$ cat src/rtl/fpu_ss_pkg.sv
// fpu_ss_pkg
//
// Shared types and constants for the FPU subsystem issue/writeback logic.
//
// Contents:
//   FPR_ADDR_W            width of an FP register address
//   fpu_ss_issue_state_e  issue controller state (RUN, DRAIN)
//   wb_sel_e              register-file write data source (WB_FPU, WB_MEM)
//   fpr_onehot()          decode an FP register address into a one-hot mask
package fpu_ss_pkg;

    localparam int FPR_ADDR_W = 5;

    typedef enum logic {
        RUN   = 1'b0,
        DRAIN = 1'b1
    } fpu_ss_issue_state_e;

    typedef enum logic {
        WB_FPU = 1'b0,
        WB_MEM = 1'b1
    } wb_sel_e;

    // One-hot decode of a 5-bit register address into a 32-entry mask.
    function automatic logic [31:0] fpr_onehot(input logic [FPR_ADDR_W-1:0] addr);
        logic [31:0] mask;
        mask       = '0;
        mask[addr] = 1'b1;
        return mask;
    endfunction

endpackage

$ cat src/rtl/fpu_ss_scoreboard.sv
// fpu_ss_scoreboard
//
// One pending bit per FP register. A bit is set when an instruction writing
// that register issues and cleared when its result is written back. The
// lookup reports a hazard for the instruction at the buffer head.
//
// Optional feature: FPU_SS_WB_BYPASS_EN. When defined, the lookup sees the
// pending bits with this cycle's writeback already removed, so a consumer
// can issue in the same cycle its source is written.
//
// Ports:
//   clk_i, rst_ni            clock, asynchronous active-low reset
//   set_i, set_addr_i        mark a register pending (issue)
//   clr_i, clr_addr_i        release a register (FP writeback)
//   rs_used_i                rs1/rs2/rs3 read-enable mask
//   rs1_i, rs2_i, rs3_i      source register addresses
//   rd_check_i, rd_i         destination check enable and address (WAW)
//   hazard_o                 head instruction must wait
module fpu_ss_scoreboard
    import fpu_ss_pkg::*;
#(
    parameter int NUM_FPR = 32
) (
    input  logic                  clk_i,
    input  logic                  rst_ni,
    input  logic                  set_i,
    input  logic [FPR_ADDR_W-1:0] set_addr_i,
    input  logic                  clr_i,
    input  logic [FPR_ADDR_W-1:0] clr_addr_i,
    input  logic [2:0]            rs_used_i,
    input  logic [FPR_ADDR_W-1:0] rs1_i,
    input  logic [FPR_ADDR_W-1:0] rs2_i,
    input  logic [FPR_ADDR_W-1:0] rs3_i,
    input  logic                  rd_check_i,
    input  logic [FPR_ADDR_W-1:0] rd_i,
    output logic                  hazard_o
);

    logic [NUM_FPR-1:0] pend_q;
    logic [NUM_FPR-1:0] pend_d;
    logic [NUM_FPR-1:0] set_mask;
    logic [NUM_FPR-1:0] clr_mask;
    logic [NUM_FPR-1:0] look_pend;

    always_comb begin
        set_mask = '0;
        clr_mask = '0;
        if (set_i) set_mask = NUM_FPR'(fpr_onehot(set_addr_i));
        if (clr_i) clr_mask = NUM_FPR'(fpr_onehot(clr_addr_i));
        // Set is applied after clear so a same-cycle set of the same bit wins.
        pend_d = (pend_q & ~clr_mask) | set_mask;
    end

`ifdef FPU_SS_WB_BYPASS_EN
    assign look_pend = pend_q & ~clr_mask;
`else
    assign look_pend = pend_q;
`endif

    assign hazard_o = (rs_used_i[0] & look_pend[rs1_i])
                    | (rs_used_i[1] & look_pend[rs2_i])
                    | (rs_used_i[2] & look_pend[rs3_i])
                    | (rd_check_i   & look_pend[rd_i]);

    always_ff @(posedge clk_i or negedge rst_ni) begin
        if (!rst_ni) begin
            pend_q <= '0;
        end else begin
            pend_q <= pend_d;
        end
    end

endmodule

$ cat src/rtl/fpu_ss_issue_ctrl.sv
// fpu_ss_issue_ctrl
//
// Issue and writeback scheduler for the FPU subsystem. Holds back the
// instruction buffer head on RAW/WAW hazards against pending FP destinations,
// limits the number of in-flight operations, and arbitrates the single FP
// register-file write port between memory responses (priority) and FPU
// results.
//
// Optional feature: FPU_SS_WB_BYPASS_EN. When defined, this cycle's FP
// writeback and retirements are taken into account by the issue decision,
// removing one cycle of writeback-to-issue latency.
//
// Handshakes: every channel is valid/ready; a transfer happens in a cycle
// where both are high. Outputs valid signals never depend on the matching
// ready input.
//
// Ports:
//   clk_i, rst_ni                       clock, asynchronous active-low reset
//   instr_valid_i / instr_ready_o       buffer head; ready pulses on issue
//   use_fpu_i, rs_used_i, rs1_i..rs3_i,
//   rd_i, rd_is_fp_i                    head instruction fields
//   fpu_in_valid_o / fpu_in_ready_i     issue to the FPU
//   mem_req_valid_o / mem_req_ready_i   issue an FP load
//   fpu_out_valid_i/_rd_i/_is_fp_i,
//   fpu_out_ready_o                     FPU result channel
//   mem_rsp_valid_i/_rd_i, mem_rsp_ready_o  load response channel
//   fpr_we_o, fpr_waddr_o, wb_sel_o     FP register-file write port
//   flush_i                             drain request
//   idle_o                              nothing outstanding and in RUN
module fpu_ss_issue_ctrl
    import fpu_ss_pkg::*;
#(
    parameter int NUM_FPR         = 32,
    parameter int MAX_OUTSTANDING = 4
) (
    input  logic                  clk_i,
    input  logic                  rst_ni,
    input  logic                  instr_valid_i,
    output logic                  instr_ready_o,
    input  logic                  use_fpu_i,
    input  logic [2:0]            rs_used_i,
    input  logic [FPR_ADDR_W-1:0] rs1_i,
    input  logic [FPR_ADDR_W-1:0] rs2_i,
    input  logic [FPR_ADDR_W-1:0] rs3_i,
    input  logic [FPR_ADDR_W-1:0] rd_i,
    input  logic                  rd_is_fp_i,
    output logic                  fpu_in_valid_o,
    input  logic                  fpu_in_ready_i,
    output logic                  mem_req_valid_o,
    input  logic                  mem_req_ready_i,
    input  logic                  fpu_out_valid_i,
    input  logic [FPR_ADDR_W-1:0] fpu_out_rd_i,
    input  logic                  fpu_out_is_fp_i,
    output logic                  fpu_out_ready_o,
    input  logic                  mem_rsp_valid_i,
    input  logic [FPR_ADDR_W-1:0] mem_rsp_rd_i,
    output logic                  mem_rsp_ready_o,
    output logic                  fpr_we_o,
    output logic [FPR_ADDR_W-1:0] fpr_waddr_o,
    output logic                  wb_sel_o,
    input  logic                  flush_i,
    output logic                  idle_o
);

    localparam int               CNT_W   = $clog2(MAX_OUTSTANDING + 1);
    localparam logic [CNT_W-1:0] MAX_CNT = CNT_W'(MAX_OUTSTANDING);

    fpu_ss_issue_state_e   state_q;
    logic [CNT_W-1:0]      cnt_q;
    logic [CNT_W-1:0]      cnt_d;
    logic [CNT_W-1:0]      cnt_sub;
    logic [CNT_W-1:0]      retire_cnt;

    logic                  mem_fire;
    logic                  fpu_fire;
    logic                  wb_we;
    logic [FPR_ADDR_W-1:0] wb_addr;
    wb_sel_e               wb_sel;

    logic                  dest_fp;
    logic                  hazard;
    logic                  room;
    logic                  can_issue;
    logic                  issue_fire;

    // ------------------------------------------------------------------
    // Writeback arbitration. Memory responses are always taken; an FPU
    // result with an FP destination yields to them, while integer results
    // never need the port and are always taken. Everything is held off
    // while reset is asserted so the outputs sit at their reset values.
    // ------------------------------------------------------------------
    assign mem_rsp_ready_o = rst_ni & mem_rsp_valid_i;
    assign fpu_out_ready_o = ~rst_ni | ~mem_rsp_valid_i | ~fpu_out_is_fp_i;

    assign mem_fire = rst_ni & mem_rsp_valid_i;
    assign fpu_fire = rst_ni & fpu_out_valid_i & (~mem_rsp_valid_i | ~fpu_out_is_fp_i);

    always_comb begin
        wb_we   = 1'b0;
        wb_addr = '0;
        wb_sel  = WB_FPU;
        if (mem_fire) begin
            wb_we   = 1'b1;
            wb_addr = mem_rsp_rd_i;
            wb_sel  = WB_MEM;
        end else if (fpu_fire && fpu_out_is_fp_i) begin
            wb_we   = 1'b1;
            wb_addr = fpu_out_rd_i;
        end
    end

    assign fpr_we_o    = wb_we;
    assign fpr_waddr_o = wb_addr;
    assign wb_sel_o    = wb_sel;

    // Up to two ops retire per cycle (memory FP write + FPU integer result).
    assign retire_cnt = CNT_W'(mem_fire) + CNT_W'(fpu_fire);
    // Stray results after reset must not wrap the counter below zero.
    assign cnt_sub    = (cnt_q > retire_cnt) ? cnt_q - retire_cnt : '0;

    // ------------------------------------------------------------------
    // Issue decision
    // ------------------------------------------------------------------
    // Loads always write an FP register, whatever rd_is_fp_i says.
    assign dest_fp = rd_is_fp_i | ~use_fpu_i;

    fpu_ss_scoreboard #(
        .NUM_FPR (NUM_FPR)
    ) u_scoreboard (
        .clk_i      (clk_i),
        .rst_ni     (rst_ni),
        .set_i      (issue_fire & dest_fp),
        .set_addr_i (rd_i),
        .clr_i      (wb_we),
        .clr_addr_i (wb_addr),
        .rs_used_i  (rs_used_i),
        .rs1_i      (rs1_i),
        .rs2_i      (rs2_i),
        .rs3_i      (rs3_i),
        .rd_check_i (dest_fp),
        .rd_i       (rd_i),
        .hazard_o   (hazard)
    );

`ifdef FPU_SS_WB_BYPASS_EN
    assign room = cnt_sub < MAX_CNT;
`else
    assign room = cnt_q < MAX_CNT;
`endif

    assign can_issue       = rst_ni & instr_valid_i & ~hazard & room & (state_q == RUN);
    assign fpu_in_valid_o  = can_issue & use_fpu_i;
    assign mem_req_valid_o = can_issue & ~use_fpu_i;
    assign issue_fire      = (fpu_in_valid_o & fpu_in_ready_i)
                           | (mem_req_valid_o & mem_req_ready_i);
    assign instr_ready_o   = issue_fire;

    // Retirements are removed before the issue is added, so the result
    // never exceeds MAX_OUTSTANDING and an op issued alongside a stray
    // retirement is still counted.
    assign cnt_d = cnt_sub + CNT_W'(issue_fire);

    // ------------------------------------------------------------------
    // State and outstanding counter
    // ------------------------------------------------------------------
    always_ff @(posedge clk_i or negedge rst_ni) begin
        if (!rst_ni) begin
            state_q <= RUN;
            cnt_q   <= '0;
        end else begin
            cnt_q <= cnt_d;
            case (state_q)
                RUN:     if (flush_i) state_q <= DRAIN;
                DRAIN:   if (cnt_q == '0) state_q <= RUN;
                default: state_q <= RUN;
            endcase
        end
    end

    assign idle_o = (cnt_q == '0) & (state_q == RUN);

endmodule

$ cat config.mk
export PLATFORM = sky130hd
export DESIGN_NAME = fpu_ss_issue_ctrl
export DESIGN_NICKNAME = d
export VERILOG_FILES = /design/src/rtl/fpu_ss_pkg.sv /design/src/rtl/fpu_ss_scoreboard.sv /design/src/rtl/fpu_ss_issue_ctrl.sv
export SDC_FILE = /design/constraint.sdc
export NUM_CORES = 1
export LEC_CHECK = 0
export BUFFER_PORTS_ARGS = -buffer_cell sky130_fd_sc_hd__buf_2
export CAP_MARGIN = 0
export CORE_MARGIN = 5
export CORE_UTILIZATION = 58
export CTS_BUF_LIST = sky130_fd_sc_hd__clkbuf_8
export DETAILED_ROUTE_END_ITERATION = 6
export PLACE_DENSITY = 0.83
export RECOVER_POWER = 25
export SYNTH_ARGS = -nofsm -noshare
export SYNTH_HDL_FRONTEND = slang
export SYNTH_SLANG_ARGS = --single-unit
export TNS_END_PERCENT = 1
$ cat constraint.sdc
create_clock -name clk_i -period 6.27 [get_ports clk_i]
set_input_delay 1.881 -clock clk_i [delete_from_list [all_inputs] [get_ports clk_i]]
set_output_delay 1.881 -clock clk_i [all_outputs]
set_load 0.01 [all_outputs]
Yosys cells after proc, flatten, opt, wreduce, memory -nomap -nowiden --
Cells that the tools add are included. W data, S select, Z words.
Storage, ports and cells: register bits 36, bits of input ports 44, output and inout bits 13, word-level logic and storage cells 76
Cells by class: add/sub/neg operators 3, magnitude comparators 9, mux-type cells 23, bitwise operators 34, reductions and logical operators 4
Operator list (count):
- $mux W32 | 2
- $and A32 B32 Y32 | 1
- $not A32 Y32 | 1
- $or A32 B32 Y32 | 1
- $lt A5 B6 Y1 const B | 5
- $bmux W1 S5 | 4
- $and A1 B1 Y1 | 17
- $mux W1 | 11
- $demux W1 S5 | 2
- $ge A5 B1 Y1 const B | 2
- $mux W5 | 2
- $or A1 B1 Y1 | 8
- $not A1 Y1 | 6
- $add A3 B1 Y3 | 1
- $gt A3 B2 Y1 | 1
- $logic_and A1 B1 Y1 | 3
- $logic_not A3 Y1 | 1
- $lt A3 B3 Y1 const B | 1
- $mux W3 | 1
- $sub A3 B2 Y3 | 1
- $add A1 B1 Y2 | 1
- $pmux W1 S2 | 1

Logic depth before layout (Yosys ltp) --
Gate-level depths: netlist of the first run.
depth after elaboration 16, mapped depth 13, gate-level depth less buffers 12

Cells and area by module --
Synthesis of the first run repeated with hierarchy kept, for this count alone.
Unflattened totals: cell total of the unflattened synthesis 268, area total of the unflattened synthesis 2864.0 µm²
Modules (own cells, without submodules):
- fpu_ss_scoreboard | times used 1, cells an instance 208, area each 2406.1 µm², sequential area each 800.8 µm²
- fpu_ss_issue_ctrl | times used 1, cells an instance 60, area each 457.9 µm², sequential area each 100.1 µm²

Least setup slack after synthesis of the first run --
Ideal clock, no wire load.
kind in2out, from input port rs3_i[1], to output port instr_ready_o, arrival 4222 ps, data required time 4389 ps, setup slack 167 ps, cell stages on the path 9, path buffers 3, path through clkbuf_1 > mux4_2 > mux2_2 > o21ai_0 > a311oi_1 > or4_1 > buf_6 > clkbuf_1 > a21oi_1
Between the ends: word-level cells in the longest chain between the ends 12, elaborated cells between the ends (all ways) 14, classes of those cells mux: 2; bitwise: 12
RTL lines:
- from (decl) | line fpu_ss_issue_ctrl.sv:44 | input logic [FPR_ADDR_W-1:0] rs3_i,
- $bmux W1 S5 (*) | line fpu_ss_scoreboard.sv:62 | | (rs_used_i[2] & look_pend[rs3_i])
- $mux W1 (implied by the code) (*) | line fpu_ss_scoreboard.sv:62
- $and A1 B1 Y1 (*) | line fpu_ss_scoreboard.sv:62
- $or A1 B1 Y1 (*) | line fpu_ss_scoreboard.sv:62
- $or A1 B1 Y1 (*) | line fpu_ss_scoreboard.sv:63 | | (rd_check_i & look_pend[rd_i]);
- $not A1 Y1 (*) | line fpu_ss_issue_ctrl.sv:151 | assign can_issue = rst_ni & instr_valid_i & ~hazard & room & (state_q == RUN);
- $and A1 B1 Y1 (*) (3 in series) | line fpu_ss_issue_ctrl.sv:151
- $and A1 B1 Y1 (on tied branches) | line fpu_ss_issue_ctrl.sv:152, fpu_ss_issue_ctrl.sv:153
- $and A1 B1 Y1 (on tied branches) | line fpu_ss_issue_ctrl.sv:154, fpu_ss_issue_ctrl.sv:155
- $or A1 B1 Y1 (*) | line fpu_ss_issue_ctrl.sv:155 | | (mem_req_valid_o & mem_req_ready_i);
- to (decl) | line fpu_ss_issue_ctrl.sv:39 | output logic instr_ready_o,
Mark *: on every way between the ends. The rest lies on a longest branch, timed or not. The select of a mux whose other input is x is not followed.

Worst setup path in the final report of the first run --
from input port rs2_i[0], to output port mem_req_valid_o
Between the ends: word-level cells in the longest chain between the ends 11
RTL lines:
- from (decl) | line fpu_ss_issue_ctrl.sv:43 | input logic [FPR_ADDR_W-1:0] rs2_i,
- $bmux W1 S5 | line fpu_ss_scoreboard.sv:61 | | (rs_used_i[1] & look_pend[rs2_i])
- $mux W1 (implied by the code) | line fpu_ss_scoreboard.sv:61
- $and A1 B1 Y1 | line fpu_ss_scoreboard.sv:61
- $or A1 B1 Y1 | line fpu_ss_scoreboard.sv:61
- $or A1 B1 Y1 | line fpu_ss_scoreboard.sv:62
- $or A1 B1 Y1 | line fpu_ss_scoreboard.sv:63
- $not A1 Y1 | line fpu_ss_issue_ctrl.sv:151
- $and A1 B1 Y1 (3 in series) | line fpu_ss_issue_ctrl.sv:151
- $and A1 B1 Y1 | line fpu_ss_issue_ctrl.sv:153 | assign mem_req_valid_o = can_issue & ~use_fpu_i;
- to (decl) | line fpu_ss_issue_ctrl.sv:49 | output logic mem_req_valid_o,
No other way between the ends. The select of a mux whose other input is x is not followed.

==> flow_results.org, run 1 <==
** Outcome
- The flow ran to the end, and the final reports show no timing, DRC or antenna violations.

** Min path
- Hold Crit Start :: state_q$_DFF_PN0_
- Hold path depth :: 1
- The min-delay analysis places its worst path in the category register to register.
- The path with the worst hold slack has its endpoint at state_q$_DFF_PN0_.

** Die
- Pin placement for this block handled 57 I/O pins.
- The initial utilization of the core area, before any placement, comes to 0.596.
- Measured along the x axis, the die boundary spans 82.4 um.
- Number of placement rows :: 26
- Area of the core :: 5110 um^2
- Overall die area :: 6790 um^2
- Die Ht :: 82.4 um

** Power
- The analysis attributes to cell leakage a power of 1.50 nW.
- Net switching share of the total power :: 0.332
- Sum of internal, switching and leakage power :: 650 uW
- Dividing total power by cell area gives a power density of 190 nW/um^2.
- Part of the total power dissipated in combinational logic :: 0.287
- VDD IR max :: 0.194 mV
- Sequential group share of total power :: 0.437
- Net switching power figure :: 216 uW
- Portion of total power attributed to the clock network :: 0.276
- Cell internal power was estimated by the tool at 434 uW.

** GRT
- Largest net degree at the start of global routing :: 40
- The first global-routing pass estimated 14800 um of wire.
- Number of antenna violations at the first check in global routing :: 0
- For this run the aggregate overflow at the end of global routing stands at 0.
- Across every metal layer, demand over resource in global routing totals 0.291.
- Number of global-route vias before repair :: 2958

** Synth
- Cell type with the highest aggregate area in the netlist :: sky130_fd_sc_hd__dfrtp_1
- Nets in the synthesized netlist :: 352
- Post-synthesis cell area :: 3040 um^2
- Fraction of registers with async set or reset after synthesis :: 1.00
- Syn Area/Cell :: 10.1 um^2
- Yosys Warn Count :: 0
- Most common flop cell mapped by yosys :: sky130_fd_sc_hd__dfrtp_1
- Counting flops with a built-in enable in the synthesized netlist gives 0.
- Count of mapped cells out of synthesis :: 302
- Synthesis inferred 36 register bits.
- Synthesis instantiated 50 different standard cells from the library.
- Fraction of synthesized cell area taken by the top area cell type :: 0.296
- In the post-synthesis netlist, the biggest area contributors are sky130_fd_sc_hd__dfrtp_1 30%, sky130_fd_sc_hd__mux4_2 14%, sky130_fd_sc_hd__o21ai_0 7.6%.
- Of the synthesized area, sequential elements account for 0.296.

** Setup path
- Along the worst path, the maximum fanout reaches 8.
- CP Buf/Inv Count :: 3
- Measured in cells, the most critical reg-to-reg path has a length of 7.
- Cell with the largest stage delay on the worst path :: sky130_fd_sc_hd__or4_1
- Classification of the worst setup path :: input port to output pin
- STA classifies the critical path endpoint as an output pin.
- By instance count, the cell type seen most on the critical path is sky130_fd_sc_hd__buf_2.
- End of the worst register-to-register path :: u_scoreboard.look_pend[17]$_DFF_PN0_
- Launch instance of the worst register-to-register path :: u_scoreboard.look_pend[11]$_DFF_PN0_
- Family of cells with the greatest summed delay on the critical path :: multiplexers
- Required time of the worst setup path :: 4.39 ns
- Chain of cells forming the critical path :: buf_2, mux4_1, mux2_2, a221oi_2, a311oi_1, or4_1, buf_4, nor2_1, buf_2
- At the worst endpoint, the arrival time is 4.23 ns.
- Startpoint class of the critical path :: input port
- In this design, the stage delay of the slowest critical-path cell is 0.58 ns.
- Register-to-register path setup slack :: 3.24 ns

** Drt
- In this run the remaining antenna-violating nets after routing total 0.
- In the routed design, unresolved DRC markers number 0.
- First-pass detailed-route iteration total :: 6
- Dividing the detail-routed wire length by the instance count gives 21.7 um.
- In the routed layout, each cell is associated on average with a via count of 7.08.
- For this block, the routed nets add up to 9060 um of wire.
- After the first detailed-routing iteration, the DRC count stood at 461.
- For this block, the via count after detailed routing is 2952.

** STA
- Sum of negative setup slack :: 0 ns
- Pin slew with the least headroom to its limit :: 0.936 ns
- Count of endpoints failing setup in the final report :: 0
- Derived from the worst setup path, the maximum achievable clock frequency is 0.164 GHz.
- Maximum clock skew at final layout :: 0.00993 ns
- Worst rel slew slack :: 0.376
- The smallest clock period supported by the final layout is computed as 6.11 ns.
- Max-slew violation count :: 0
- The final count of hold timing violations came to 0.
- In the finished design, the share of the clock period the worst path needs comes to 0.975.
- Final hold slack :: 0.511 ns
- Setup repair after global routing left no endpoint under its margin.

** Final layout
- Layout cells sized above 1 :: 0.288
- Leaving out fill and tap cells, the most frequent cells in the layout are 56 x sky130_fd_sc_hd__buf_2, 46 x sky130_fd_sc_hd__o21ai_0, 36 x sky130_fd_sc_hd__dfrtp_1, 21 x sky130_fd_sc_hd__mux2i_1.
- From synthesis to final layout, the design area changed by 12.3%.
- N_diodes :: 0
- Most common cell after layout, fill and taps aside :: sky130_fd_sc_hd__buf_2
- At the end of the flow, the number of nets in the layout was 397.

** CTS
- TritonCTS clock tree :: yes
- Clock tree sinks :: 36
- After clock tree synthesis, the setup repair step added 0 buffers.
- After clock tree synthesis, the clock-pin slew on the worst setup and hold paths is 0.07 ns.
- Maximum buffer depth of the clock tree :: 2
- The H-tree generated during clock tree synthesis spans 2 levels.
- The tree is rooted in a sky130_fd_sc_hd__clkbuf_8.
- Buffers inserted during clock tree synthesis total 5.
- Clock latency on the worst-skew pair, taken at its later pin, is 0.29 ns.

** Placed design
- IO buf count :: 56
- Routability-driven placement finished with a final weighted congestion of 0.990.
- Hpwl dp :: 6840 um

** Run
- Max-cap violations :: 0
-- kinds of logic (layout without fill, tap and decap cells) --
group | count (synthesis) | after routing | synth area share
compound gates | 99 | 99 | 0.220
xor+xnor | 1 | 1 | 0.00288
fa+ha+maj | 6 | 6 | 0.0271
buf+inv | 36 | 81 | 0.0604
flops | 36 | 36 | 0.296
mux | 49 | 49 | 0.258
simple gates | 75 | 75 | 0.136
-- synthesized netlist by cell type, drive strengths merged, types with 2 or more instances --
| library cell | instances |
|---|---|
| a2111oi | 2 |
| a21oi | 6 |
| a22oi | 4 |
| a311oi | 3 |
| a31oi | 3 |
| and2 | 3 |
| buf | 11 |
| clkbuf | 14 |
| dfrtp | 36 |
| ha | 5 |
| inv | 11 |
| mux2 | 6 |
| mux2i | 21 |
| mux4 | 22 |
| nand2 | 19 |
| nand2b | 6 |
| nand3 | 7 |
| nand3b | 9 |
| nor2 | 12 |
| nor2b | 3 |
| nor4 | 3 |
| o211ai | 2 |
| o21ai | 46 |
| o22ai | 6 |
| o41ai | 21 |
| or3b | 3 |
| or4 | 3 |
-- worst max path at each step --
| stage | depth (start not counted) | to | slack [ns] | from |
|---|---|---|---|---|
| floorplan | 9 | instr_ready_o | 0.17 | rs3_i[1] |
| global placement | 9 | fpu_in_valid_o | 0.24 | rs1_i[0] |
| detailed placement | 9 | mem_req_valid_o | 0.18 | rs1_i[0] |
| CTS | 9 | mem_req_valid_o | 0.16 | rs2_i[0] |
| global route | 9 | mem_req_valid_o | 0.02 | rs3_i[0] |
| finish | 9 | mem_req_valid_o | 0.16 | rs2_i[0] |
-- power groups by stage --
stage               logic (mW)  clock network, mW  registers (mW)
floorplan                0.129                  0           0.276
global placement         0.175                  0           0.284
detailed placement       0.183                  0           0.287
CTS                      0.185              0.181           0.282
global route             0.204              0.192           0.287
finish                   0.186              0.180           0.284
-- layout make-up --
class,count,area (um^2)
Multi-Input combinational cell,230,1960
Tap cell,70,87.6
Fill cell,403,1690
Clock buffer,7,96.3
Inverter,11,41.3
Sequential cell,36,901
Timing Repair Buffer,63,333
-- sequential cells by signal, indices dropped and copies added, names as in the netlist --
| name | cells |
|---|---|
| u_scoreboard.look_pend | 32 |
| state_q | 1 |
| cnt_q | 3 |
-- stage by stage --
stage,worst slack (ns),utilization,area (um^2),instances
after floorplan,0.167,-,3040,302
after global placement,0.238,0.650,3320,410
after detailed placement,0.180,0.650,3320,410
after CTS,0.163,0.669,3420,417
after global routing,0.0208,0.669,3420,417
final,0.156,0.669,3420,417
-- layer usage --
layer / part of all wire / track usage / vias up
li1: - / - / 1287
met1: 0.40 / 0.376 / 1441
met2: 0.49 / 0.484 / 185
met3: 0.079 / 0.0434 / 39
met4: 0.033 / 0.128 / 0
met5: 0 / 0 / -
-- repair_timing --
| action | in CTS | in global routing |
|---|---|---|
| hold buffers | 0 | 0 |
| endpoints found under the setup margin | 0 | 1 |
| resized for setup | 0 | 1 |
Note: power is estimated with default switching activity, not from simulation.
==> inputs of run 2 (changes only) <==
--- a/config.mk
+++ b/config.mk
@@ -13,6 +13,7 @@
 export DETAILED_ROUTE_END_ITERATION = 6
 export PLACE_DENSITY = 0.83
 export RECOVER_POWER = 25
+export REMOVE_ABC_BUFFERS = 1
 export SYNTH_ARGS = -nofsm -noshare
 export SYNTH_HDL_FRONTEND = slang
 export SYNTH_SLANG_ARGS = --single-unit
==> run 2 against run 1 <==
  * Clock power decreased by 13%
  * Register-to-register slack got worse by 0.11 ns
  * Die area is the same
  * Clock skew is 0.00061 ns lower
  * Utilization decreased by 0.61 points
  * Power shrank 3.8%
  * Worst hold slack got worse by 0.00080 ns
  * Count of clock-buffer cells in the layout down 2
  * Routed wire length rose by 3.0%
  * Fmax up 0.48%
  * Non-clock buffer count down 3
  * Flip-flop and latch count stayed put
==> flow_results.org, run 2 (same netlist as run 1, synthesis figures left out) <==
** Die
- Total I/O pin count :: 57
- Measured along the y axis, the die boundary spans 82.4 um.
- Die Span X :: 82.4 um
- The floorplan step defined a die boundary enclosing 6790 um^2.
- The total area inside the core boundary comes to 5110 um^2.
- The initial utilization of the core area, before any placement, comes to 0.596.
- Number of placement rows :: 26

** Final layout
- Layout net count :: 394
- Final Non-Filler Cells :: 414
- Max reg flops :: 32
- The number of antenna diodes in the final layout is 0.
- Leading cell types in the layout, fill and taps excluded :: 54 x sky130_fd_sc_hd__buf_2, 46 x sky130_fd_sc_hd__o21ai_0, 36 x sky130_fd_sc_hd__dfrtp_1, 21 x sky130_fd_sc_hd__mux2i_1
- Most common cell after layout, fill and taps aside :: sky130_fd_sc_hd__buf_2
- Area growth syn-to-layout :: 11.3%
- Layout cells sized above 1 :: 0.282

** CTS
- Cell chosen for the clock root :: sky130_fd_sc_hd__clkbuf_8
- Clock tree sinks :: 36
- TritonCTS clock tree :: yes
- The H-tree was split into 2 levels.
- Clk Latency, worst-skew pair :: 0.30 ns
- Counting the buffers created by CTS gives 5.
- Clk pin slew, worst setup/hold paths :: 0.07 ns
- Number of hold buffers added after cts :: 0
- The clock passes through at most 2 buffers.

** GRT
- Residual overflow from global routing :: 0
- Combined global-route utilization of all metal layers :: 0.294
- The first global-routing pass estimated 14700 um of wire.
- Largest net degree at the start of global routing :: 40
- Number of global-route vias before repair :: 2848
- Number of antenna violations at the first check in global routing :: 0

** STA
- At the pin with the least slew margin, the transition time is 0.996 ns.
- Max Clock Freq :: 0.164 GHz
- Setup violations remaining at the end of the flow were counted as 0.
- Sum of negative setup slack :: 0 ns
- RSZ-0062 raised after global routing :: no
- Time the worst path needs with I/O delays and setup :: 6.09 ns
- Max-slew violation count :: 0
- Maximum clock skew at final layout :: 0.00931 ns
- Worst rel slew slack :: 0.336
- Fraction of the cycle the final worst path needs :: 0.971
- The final count of hold timing violations came to 0.

** Placed design
- The count of buffers added on input and output ports is 56.
- The congestion estimate from routability-driven global placement came to 0.948.
- Number of placed cells counting well taps :: 407
- The HPWL after detailed placement is 6890 um.

** Power
- Power spread over the standard cell area amounts to 184 nW/um^2.
- IR analysis of the VDD net gives a maximum drop of 0.160 mV.
- Leakage power total :: 1.48 nW

** Outcome
- Run status :: complete, no violations

** Drt
- The routed layout has 2979 vias.
- Using the TritonRoute via totals, the vias-per-cell ratio works out to 7.20.
- The detailed router finished its first iteration with 428 violations.
- Number of nets still failing antenna checks after routing :: 0
- Post-route DRC violation count :: 0
- For this run, the detailed router's first-pass iteration total came to 5.
- After detailed routing, the average wire length per cell comes to 22.5 um.
- The final layout contains routed wiring with a total length of 9330 um.

** Setup path
- Most frequent CP cell :: sky130_fd_sc_hd__buf_2
- For the worst setup path, the data arrival time is 4.20 ns.
- At the worst endpoint, the required time is 4.39 ns.
- The critical path goes through buf_2, mux4_1, mux2_2, a221oi_2, a311oi_1, or4_1, a21oi_2, buf_2.
- Startpoint class of the critical path :: input port
- Family of cells with the greatest summed delay on the critical path :: multiplexers
- In this run the worst path has a maximum fanout of 8.
- The largest single stage delay on the critical path is 0.59 ns.
- Cell with the largest stage delay on the worst path :: sky130_fd_sc_hd__mux4_1
- Crit end category :: output pin
- The worst setup path is of the input port to output pin kind.
- CP Buf/Inv Count :: 2

** Run
- Max-cap violations in this run came to 0.

** Min path
- Worst min-delay path class :: register to register
## run 2: changes by cell type in the layout (fill, tap and decap cells not counted)
cell,previous run,this run
sky130_fd_sc_hd__buf_4,7,4
sky130_fd_sc_hd__a21oi_1,6,5
sky130_fd_sc_hd__clkbuf_4,0,1
sky130_fd_sc_hd__clkinv_2,0,1
sky130_fd_sc_hd__clkbuf_8,7,5
sky130_fd_sc_hd__inv_1,11,12
sky130_fd_sc_hd__a21oi_2,0,1
sky130_fd_sc_hd__a2111oi_1,2,1
sky130_fd_sc_hd__clkbuf_1,0,1
sky130_fd_sc_hd__a2111oi_2,0,1
sky130_fd_sc_hd__buf_2,56,54
## run 2: final cells by class
type                       instances  area, um^2
inverter                          11        41.3
sequential                        36         901
timing repair buffer              60         312
tap                               70        87.6
multi-input combinational        230        1970
clock buffer                       5        68.8
clock inverter                     2        8.76
fill                             424        1720
## run 2: report_power, final
group	switching [mW]	internal [mW]
registers	0.0331	0.254
logic	0.101	0.0800
clock network	0.0834	0.0739
total	0.217	0.408
## run 2: path summary, 6_finish.rpt
path	cells after the start	slack [ns]	endpoint	start
max in group asynchronous	2	4.14	u_scoreboard.look_pend[30]$_DFF_PN0_	rst_ni
min	1	0.51	state_q$_DFF_PN0_	state_q$_DFF_PN0_
min reg2reg	1	0.51	state_q$_DFF_PN0_	state_q$_DFF_PN0_
max	8	0.18	instr_ready_o	rs2_i[0]
max reg2reg	7	3.13	u_scoreboard.look_pend[27]$_DFF_PN0_	u_scoreboard.look_pend[11]$_DFF_PN0_
min in group asynchronous	2	1.78	u_scoreboard.look_pend[6]$_DFF_PN0_	rst_ni
## run 2: layer usage
| layer | share of wire | GRT usage | wire length, um | vias to the layer above |
|---|---|---|---|---|
| met5 | 0 | 0 | 0 | - |
| met4 | 0.044 | 0.154 | 410 | 0 |
| met3 | 0.14 | 0.0803 | 1290 | 50 |
| met2 | 0.45 | 0.442 | 4180 | 259 |
| met1 | 0.37 | 0.387 | 3450 | 1391 |
| li1 | - | - | - | 1279 |
## run 2: worst register-to-register path, stage by stage (launching register included)
cell	delay, ns
sky130_fd_sc_hd__dfrtp_1	0.44
sky130_fd_sc_hd__mux4_2	0.49
sky130_fd_sc_hd__and2_0	0.18
sky130_fd_sc_hd__a2111oi_1	0.37
sky130_fd_sc_hd__a311oi_1	0.12
sky130_fd_sc_hd__or4_1	0.64
sky130_fd_sc_hd__buf_4	0.29
sky130_fd_sc_hd__o41ai_1	0.47
## run 2: through the flow
| stage | power (mW) | hold slack, ns | utilization | cell area (um^2) | worst slack, ns |
|---|---|---|---|---|---|
| floorplan | 0.387 | 0.464 | - | 2900 | 0.172 |
| global placement | 0.460 | 0.486 | 0.646 | 3300 | 0.215 |
| detailed placement | 0.467 | 0.501 | 0.646 | 3300 | 0.140 |
| CTS | 0.621 | 0.513 | 0.661 | 3380 | 0.131 |
| global route | 0.655 | 0.551 | 0.663 | 3390 | 0.0457 |
| finish | 0.625 | 0.510 | 0.663 | 3390 | 0.185 |
## run 2: what timing repair did
item	in CTS	in global routing
resized for setup	0	4
buffers inserted	0	0
hold endpoints to repair	0	0
setup endpoints to repair	0	1
